`config.mk`:
```
export PLATFORM = sky130hd
export DESIGN_NAME = ctrl_sequencer
export DESIGN_NICKNAME = d
export VERILOG_FILES = /design/src/rtl/ctrl_sequencer_pkg.sv /design/src/rtl/sign_extend.sv /design/src/rtl/ctrl_sequencer.sv
export SDC_FILE = /design/constraint.sdc
export NUM_CORES = 1
export LEC_CHECK = 0
export ABC_AREA = 0
export BUFFER_PORTS_ARGS = -buffer_cell sky130_fd_sc_hd__buf_2
export CAP_MARGIN = 20
export CORE_AREA = 4 4 111 113
export DETAILED_ROUTE_END_ITERATION = 8
export DIE_AREA = 0 0 115 117
export HOLD_SLACK_MARGIN = 0.15
export PLACE_DENSITY = 0.75
export SLEW_MARGIN = 20
export SYNTH_ARGS = -nofsm -noshare
export SYNTH_HDL_FRONTEND = slang
export SYNTH_SLANG_ARGS = --single-unit
```
`constraint.sdc`:
```
create_clock -name clk -period 4.01 [get_ports clk]
set_input_delay 0.802 -clock clk [delete_from_list [all_inputs] [get_ports clk]]
set_output_delay 0.802 -clock clk [all_outputs]
set_load 0.1 [all_outputs]
```
`src/rtl/ctrl_sequencer_pkg.sv`:
```
// Shared types and encoding constants for the control sequencer and its immediate generator.
package ctrl_sequencer_pkg;

    typedef enum logic [2:0] {
        StFetch,
        StDecode,
        StExecute,
        StWriteback,
        StHalt
    } state_e;

    typedef enum logic [1:0] {
        ImmZero,
        ImmI,
        ImmB
    } imm_sel_e;

    localparam logic [6:0] OpcOpImm  = 7'b0010011;
    localparam logic [6:0] OpcOp     = 7'b0110011;
    localparam logic [6:0] OpcBranch = 7'b1100011;

    localparam logic [2:0] F3Add = 3'b000;
    localparam logic [2:0] F3Bne = 3'b001;
    localparam logic [6:0] F7Add = 7'b0000000;

    localparam logic [2:0] ALU_ADD = 3'b000;
    localparam logic [2:0] ALU_SUB = 3'b001;

endpackage

```
`src/rtl/sign_extend.sv`:
```
// Immediate generator: builds the sign-extended I- or B-type immediate from an instruction word.
module sign_extend
    import ctrl_sequencer_pkg::*;
#(
    parameter int unsigned DATA_WIDTH = 32
) (
    input  logic [31:0]           ir_i,
    input  imm_sel_e              imm_sel_i,
    output logic [DATA_WIDTH-1:0] imm_o
);

    always_comb begin
        imm_o = '0;
        case (imm_sel_i)
            ImmI:    imm_o = {{(DATA_WIDTH - 12){ir_i[31]}}, ir_i[31:20]};
            ImmB:    imm_o = {{(DATA_WIDTH - 13){ir_i[31]}}, ir_i[31], ir_i[7], ir_i[30:25],
                              ir_i[11:8], 1'b0};
            default: imm_o = '0;
        endcase
    end

    // Opcode, funct3 and rs1 fields never contribute to an immediate.
    logic unused_ir;
    assign unused_ir = ^{ir_i[19:12], ir_i[6:0]};

endmodule

```
`src/rtl/ctrl_sequencer.sv`:
```
// Multi-cycle fetch/decode/execute/writeback controller for addi, add and bne.
module ctrl_sequencer
    import ctrl_sequencer_pkg::*;
#(
    parameter int unsigned            ADDRESS_WIDTH  = 5,
    parameter int unsigned            DATA_WIDTH     = 32,
    parameter int unsigned            ALU_CTRL_WIDTH = 3,
    parameter logic [DATA_WIDTH-1:0]  RESET_PC       = '0
) (
    input  logic                      clk,
    input  logic                      rst,
    output logic                      imem_req,
    output logic [DATA_WIDTH-1:0]     imem_addr,
    input  logic                      imem_valid,
    input  logic [31:0]               imem_rdata,
    input  logic                      eq,
    output logic [ADDRESS_WIDTH-1:0]  rs1,
    output logic [ADDRESS_WIDTH-1:0]  rs2,
    output logic [ADDRESS_WIDTH-1:0]  rd,
    output logic [DATA_WIDTH-1:0]     ImmOp,
    output logic                      ALUsrc,
    output logic [ALU_CTRL_WIDTH-1:0] ALUctrl,
    output logic                      RegWrite,
    output logic                      illegal
);

    state_e                    state_q, state_d;
    logic [DATA_WIDTH-1:0]     pc_q, pc_d;
    logic [31:0]               ir_q, ir_d;
    logic [ADDRESS_WIDTH-1:0]  rs1_q, rs1_d, rs2_q, rs2_d, rd_q, rd_d;
    logic [DATA_WIDTH-1:0]     imm_q, imm_d;
    logic                      alusrc_q, alusrc_d;
    logic [ALU_CTRL_WIDTH-1:0] aluctrl_q, aluctrl_d;
    logic                      branch_q, branch_d;
    logic                      illegal_q, illegal_d;

    logic                      dec_legal, dec_branch, dec_alusrc, dec_sub;
    imm_sel_e                  imm_sel;
    logic [DATA_WIDTH-1:0]     imm_ext;
    logic [DATA_WIDTH-1:0]     pc_plus4, br_next;

    sign_extend #(
        .DATA_WIDTH(DATA_WIDTH)
    ) u_sign_extend (
        .ir_i     (ir_q),
        .imm_sel_i(imm_sel),
        .imm_o    (imm_ext)
    );

    always_comb begin
        dec_legal  = 1'b0;
        dec_branch = 1'b0;
        dec_alusrc = 1'b0;
        dec_sub    = 1'b0;
        imm_sel    = ImmZero;
        case (ir_q[6:0])
            OpcOpImm: begin
                if (ir_q[14:12] == F3Add) begin
                    dec_legal  = 1'b1;
                    dec_alusrc = 1'b1;
                    imm_sel    = ImmI;
                end
            end
            OpcOp: begin
                if (ir_q[14:12] == F3Add && ir_q[31:25] == F7Add) begin
                    dec_legal = 1'b1;
                end
            end
            OpcBranch: begin
                if (ir_q[14:12] == F3Bne) begin
                    dec_legal  = 1'b1;
                    dec_branch = 1'b1;
                    dec_sub    = 1'b1;
                    imm_sel    = ImmB;
                end
            end
            default: ;
        endcase
    end

    assign pc_plus4 = pc_q + DATA_WIDTH'(4);
    assign br_next  = eq ? pc_plus4 : pc_q + imm_q;

    always_comb begin
        state_d   = state_q;
        pc_d      = pc_q;
        ir_d      = ir_q;
        rs1_d     = rs1_q;
        rs2_d     = rs2_q;
        rd_d      = rd_q;
        imm_d     = imm_q;
        alusrc_d  = alusrc_q;
        aluctrl_d = aluctrl_q;
        branch_d  = branch_q;
        illegal_d = illegal_q;
        case (state_q)
            StFetch: begin
                if (imem_valid) begin
                    ir_d    = imem_rdata;
                    state_d = StDecode;
                end
            end
            StDecode: begin
                if (dec_legal) begin
                    rs1_d     = ADDRESS_WIDTH'(ir_q[19:15]);
                    rs2_d     = ADDRESS_WIDTH'(ir_q[24:20]);
                    rd_d      = ADDRESS_WIDTH'(ir_q[11:7]);
                    imm_d     = imm_ext;
                    alusrc_d  = dec_alusrc;
                    aluctrl_d = dec_sub ? ALU_CTRL_WIDTH'(ALU_SUB) : ALU_CTRL_WIDTH'(ALU_ADD);
                    branch_d  = dec_branch;
                    state_d   = StExecute;
                end else begin
                    illegal_d = 1'b1;
                    state_d   = StHalt;
                end
            end
            StExecute: begin
                if (!branch_q) begin
                    state_d = StWriteback;
                end else if (br_next[1]) begin
                    // Misaligned target: stop with the PC still pointing at the branch.
                    illegal_d = 1'b1;
                    state_d   = StHalt;
                end else begin
                    pc_d    = br_next;
                    state_d = StFetch;
                end
            end
            StWriteback: begin
                pc_d    = pc_plus4;
                state_d = StFetch;
            end
            StHalt:  ;
            default: state_d = StHalt;
        endcase
    end

    always_ff @(posedge clk) begin
        if (rst) begin
            state_q   <= StFetch;
            pc_q      <= RESET_PC;
            ir_q      <= '0;
            rs1_q     <= '0;
            rs2_q     <= '0;
            rd_q      <= '0;
            imm_q     <= '0;
            alusrc_q  <= 1'b0;
            aluctrl_q <= '0;
            branch_q  <= 1'b0;
            illegal_q <= 1'b0;
        end else begin
            state_q   <= state_d;
            pc_q      <= pc_d;
            ir_q      <= ir_d;
            rs1_q     <= rs1_d;
            rs2_q     <= rs2_d;
            rd_q      <= rd_d;
            imm_q     <= imm_d;
            alusrc_q  <= alusrc_d;
            aluctrl_q <= aluctrl_d;
            branch_q  <= branch_d;
            illegal_q <= illegal_d;
        end
    end

    assign imem_req  = (state_q == StFetch);
    assign imem_addr = pc_q;
    assign rs1       = rs1_q;
    assign rs2       = rs2_q;
    assign rd        = rd_q;
    assign ImmOp     = imm_q;
    assign ALUsrc    = alusrc_q;
    assign ALUctrl   = aluctrl_q;
    assign RegWrite  = (state_q == StWriteback) && (rd_q != '0);
    assign illegal   = illegal_q;

endmodule

```
==> Word level (Yosys, flattened, before mapping) <==
Cells that the tools add are included.
Widths: inputs -> output; s select.
{ "word_totals": {"mem_count": 0, "elab_cells": 66, "romBits": 0, "ramBits": 0, "reg_bits": 120, "in_bits": 36, "latchBits": 0} }
{ "classes": {"n_eq_ne": 15, "add_sub_neg": 2, "n_reduce_logical": 13, "div": 0, "n_bitwise": 1, "n_lt_le_gt_ge": 0, "n_mul": 0, "n_shift": 0, "mux": 24} }
{ "op_table": {"columns": ["operator", "count"], "rows": [
  ["$pmux 32 s2", 2],
  ["$mux 32", 3],
  ["$add 32x3->32 const B", 1],
  ["$add 32x32->32", 1],
  ["$pmux 3 s5", 1],
  ["$mux 3", 4],
  ["$mux 1", 10],
  ["$ne 2x2->1 const B", 4],
  ["$eq 7x5->1 const B", 1],
  ["$eq 7x6->1 const B", 1],
  ["$eq 7x7->1 const B", 1],
  ["$logic_not 7->1", 1],
  ["$eq 3x1->1 const B", 2],
  ["$eq 3x2->1 const B", 2],
  ["$logic_not 3->1", 2],
  ["$reduce_and 2->1", 3],
  ["$reduce_bool 5->1", 1],
  ["$pmux 2 s2", 1],
  ["$reduce_and 4->1", 1],
  ["$reduce_bool 2->1", 2],
  ["$eq 3x3->1 const B", 1],
  ["$pmux 1 s3", 1],
  ["$reduce_and 3->1", 1],
  ["$eq 2x1->1 const B", 1],
  ["other kinds (6)", 7]
]} }

==> Longest topological paths before layout <==
{ "logic_depth": {"word_depth": 6, "mapped_depth": 11} }

==> Modules after synthesis <==
From an unflattened synthesis, not the netlist that was laid out.
{ "hier_totals": {"hier_cells": 915, "area_unflattened_um2": 6797.8} }
{ "modules_own_cells": {"columns": ["module", "seq_area_each_um2", "n_inst", "area_per_inst_um2", "cells_each"], "rows": [
  ["ctrl_sequencer", 2322.2, 1, 6496.2, 872],
  ["sign_extend", 0.0, 1, 301.5, 43]
]} }

==> Worst setup path before layout <==
Ideal clock, no wire load.
{ "synth_path": {"path_kind": "flip-flop to flip-flop", "startpoint": "register ImmOp[30] (netlist name)", "endpoint": "register pc_q[25], in the netlist imem_addr[25]", "required_ps": 3944, "stages_incl_launch_ff": 11, "n_path_buf": 1, "setup_ps": 66, "arrival_time_ps": 4023, "path_slack_ps": -79, "path_cell_list": "dfxtp_1 ha_1 clkbuf_1 a21o_1 o21ba_2 or3_1 a221oi_1 a21oi_2 o21bai_1 mux2_4 a21oi_2"} }
{ "synth_rtl": {"columns": ["element", "line_no", "text"], "rows": [
  ["to (signal assigned)", "ctrl_sequencer.sv:154", "pc_q <= pc_d;"],
  ["to (decl)", "ctrl_sequencer.sv:28", "logic [DATA_WIDTH-1:0] pc_q, pc_d;"]
]} }

==> run_results.csv <==
group,metric,value,unit
status,run_status,"finished, final reports clean",
cells_and_area,layout.nets,997,
global_route,grt_max_degree,65,
setup_path,path_depth,10,
worst_hold_path,hold_path.class,"flip-flop to flip-flop",
setup_path,reg2regPathDepth,10,
power_and_ir_drop,p_sw_share,26.41,%
clock_network,postCtsSetupRepairBufs,0,
yosys,ys_types,65,
yosys,syn_area,6220,um^2
worst_hold_path,worstHoldPathCells,2,
timing,final-setup-viol-count,0,
power_and_ir_drop,p_total,1981,uW
timing,relSlewSlack,32.04,%
global_route,grt_pass1_wl,27340,um
timing,finClkSkew,5.955,ps
clock_network,cts_buffers,9,
cells_and_area,register_area,1943,um^2
yosys,synth_top_area_share,31.22,%
clock_network,cts_tree,"yes",
yosys,synth_compound_area_share,26.29,%
timing,rsz0062_at_grt,"false",
route,routed_wl,16900,um
yosys,ys_warn_count,0,
route,wl_per_cell,15.72,um
setup_path,slowest_stage,"dfxtp_2",
run,maxCapViolCount,0,
floorplan,pin_count,122,
yosys,synth-xor-area-share,3.098,%
cells_and_area,drive_above_1_share,17.70,%
yosys,synth-edff-count,0,
yosys,synth_fa_ha_area_share,6.840,%
timing,hold_ws,451.0,ps
route,dr.first_iter.drc_count,529,
floorplan,initial_utilization,54.94,%
yosys,ys_ff_latch,97,
setup_path,crit_path_frequent_cell,"a21oi_2",
placed_design,hpwl,12280,um
route,route.detailed.drc,0,
route,vias,6204,
setup_path,worstPathRequired,4300,ps
yosys,synth_simple_gate_area_share,24.88,%
clock_network,hold_buffers,0,
power_and_ir_drop,p_sw,523.0,uW
clock_network,cts-root-buf,"clkbuf_16",
timing,hold_violations,0,
setup_path,crit_type,"flip-flop to flip-flop",
timing,max_freq,0.3221,GHz
setup_path,critical_path.top_delay_family,"compound AO/OA/AOI/OAI gates",
floorplan,dieArea,13460,um^2
timing,setup-tns-final,0,ps
route,drtPass1Iterations,6,
setup_path,ff2ff_setup_slack,910,ps
clock_network,cts_resized,0,
setup_path,cp-end-kind,"flip-flop",
power_and_ir_drop,seqPwrFrac,50.8,%
floorplan,core_area,11320,um^2
cells_and_area,n_antenna_cell,0,
cells_and_area,fin_util,61.78,%
clock_network,max-clock-path-buffers,2,
floorplan,num_rows,39,
yosys,yosysTopAreaCell,"dfxtp_1",
power_and_ir_drop,peakVddDrop,0.0002410,V
route,viasPerCell,5.771,
yosys,synth_area_leaders,"dfxtp_1, a21oi_1, nand2_1, ha_1, nor2_1",
setup_path,startpoint_type,"flip-flop",
clock_network,clock_sinks,97,
setup_path,arrival,3400,ps
setup_path,critical-path-max-stage-delay,570,ps
power_and_ir_drop,p_clk_share,41.8,%
cells_and_area,multi_input_area,3861,um^2
power_and_ir_drop,internal_power,1458,uW
power_and_ir_drop,power_leakage,0.002955,uW
clock_network,insertion_delay,350,ps
yosys,synthArstFlopShare,0,%
setup_path,path_cells,"buf_4, ha_1, o21ai_0, o21ba_2, or3_1, a221oi_1, a21oi_2, o21bai_1, mux2_4, a21oi_2",
clock_network,path_clk_slew,70,ps
placed_design,gp_congestion,0.9347,
cells_and_area,nFillCells,1093,
placed_design,port_buffers,118,
timing,final.min_clock_period,3105,ps
timing,period_share,77.43,%
yosys,synthTopCellsByCount,"nand2_1, a21oi_1, dfxtp_1, nor2_1, clkbuf_1",
cells_and_area,syn2layout_area_growth,12.45,%
floorplan,dieHeight,117,um
route,final_antenna_net_count,0,
yosys,synth_top_family_by_area,"compound AO/OA/AOI/OAI gates",
setup_path,crit_buf_inv,1,
global_route,grtUsageTotal,25.02,%
global_route,gr-total-overflow,0,
yosys,synth_most_common_cell,"nand2_1",
timing,worstMarginPinSlew,1017,ps
yosys,synthMuxAreaShare,0.7644,%
global_route,antenna_found_initial,0,
clock_network,htree_levels,3,
power_and_ir_drop,powerDensity,283.2,nW/um^2
power_and_ir_drop,combPwrFrac,7.4,%
timing,slew_violations,0,
yosys,seq_area_frac_synth,31.22,%
floorplan,dieWidth,115,um
yosys,syn_avg_cell_area,7.266,um^2
yosys,synthCells,856,
global_route,grt_pass1_vias,5668,
yosys,synth_flop_cell,"dfxtp_1",
setup_path,critical_path_peak_fanout,23,
sequential cells by signal (all words and copies together) (netlist names):
| signal | flops |
|---|---|
| ir_q | 32 |
| imem_addr | 31 |
| ImmOp | 13 |
| rd | 5 |
| rs1 | 5 |
| rs2 | 5 |
| state_q | 3 |
| ALUsrc | 1 |
| branch_q | 1 |
| illegal | 1 |
kinds of logic after synthesis:
| logic type | after synthesis |
|---|---|
| muxes | 4 |
| AOI/OAI and AO/OA | 269 |
| adders and majority gates | 34 |
| DFF | 97 |
| buffers and inverters | 88 |
| and+or+nand+nor | 341 |
| xor gates and xnor gates | 22 |
| other | 1 |
per-layer routing:
metal / GRT usage, % / wire length (um) / up-vias
met5: 0 / 0 / -
met1: 33.91 / 7606 / 2798
met3: 4.422 / 1163 / 30
met2: 39.85 / 7717 / 198
met4: 9.624 / 408 / 0
li1: - / - / 3178
power by group through the flow:
stage                     logic, uW  registers [uW]  clock network [uW]
after floorplan                 109            1030                   0
after global placement          145            1030                   0
after detailed placement        147            1030                   0
after CTS                       147            1010                 837
after global routing            164            1010                 875
final                           147            1010                 828
layout make-up:
cell class	instances	share of cell area [%]
Clock buffer	11	3.327
Clock inverter	5	0.5546
Sequential cell	97	27.78
Timing Repair Buffer	129	9.660
Multi-Input combinational cell	673	55.21
Inverter	17	0.9123
Tap cell	143	2.558
placed cells by master, fill, tap and decap left out, types with 10 or more instances in the layout:
cell type / Yosys / final
xnor2_1: 10 / 10
buf_4: 25 / 12
buf_2: 1 / 117
dfxtp_1: 97 / 96
nand2_1: 163 / 163
a211oi_1: 11 / 11
inv_1: 17 / 17
nor3_1: 29 / 29
nand3_1: 26 / 26
ha_1: 34 / 34
o21ai_0: 28 / 28
a21oi_1: 145 / 145
nor2_1: 62 / 62
a21o_1: 12 / 12
xor2_1: 12 / 12
worst paths after layout:
path / startpoint / endpoint
setup / recovery: ImmOp[30] / imem_addr[25]
hold / removal: rs2[0] / rs2[0]
setup reg to reg: ImmOp[30] / imem_addr[25]
hold reg to reg: rs2[0] / rs2[0]
through the flow:
stage	setup WS, ps	instance area (um^2)	instances
finish	905.2	6994	1075
global route	634.0	6994	1075
CTS	920.8	6993	1075
detailed placement	965.0	6721	1059
global placement	1027	6721	1059
floorplan	370.3	6228	858
tightest hold or removal path: stages, from the launching register on:
cell and delay [ps]:
dfxtp_1 310, nand2_1 50, a21oi_1 50
No activity file was read; power rests on OpenSTA's default activity.
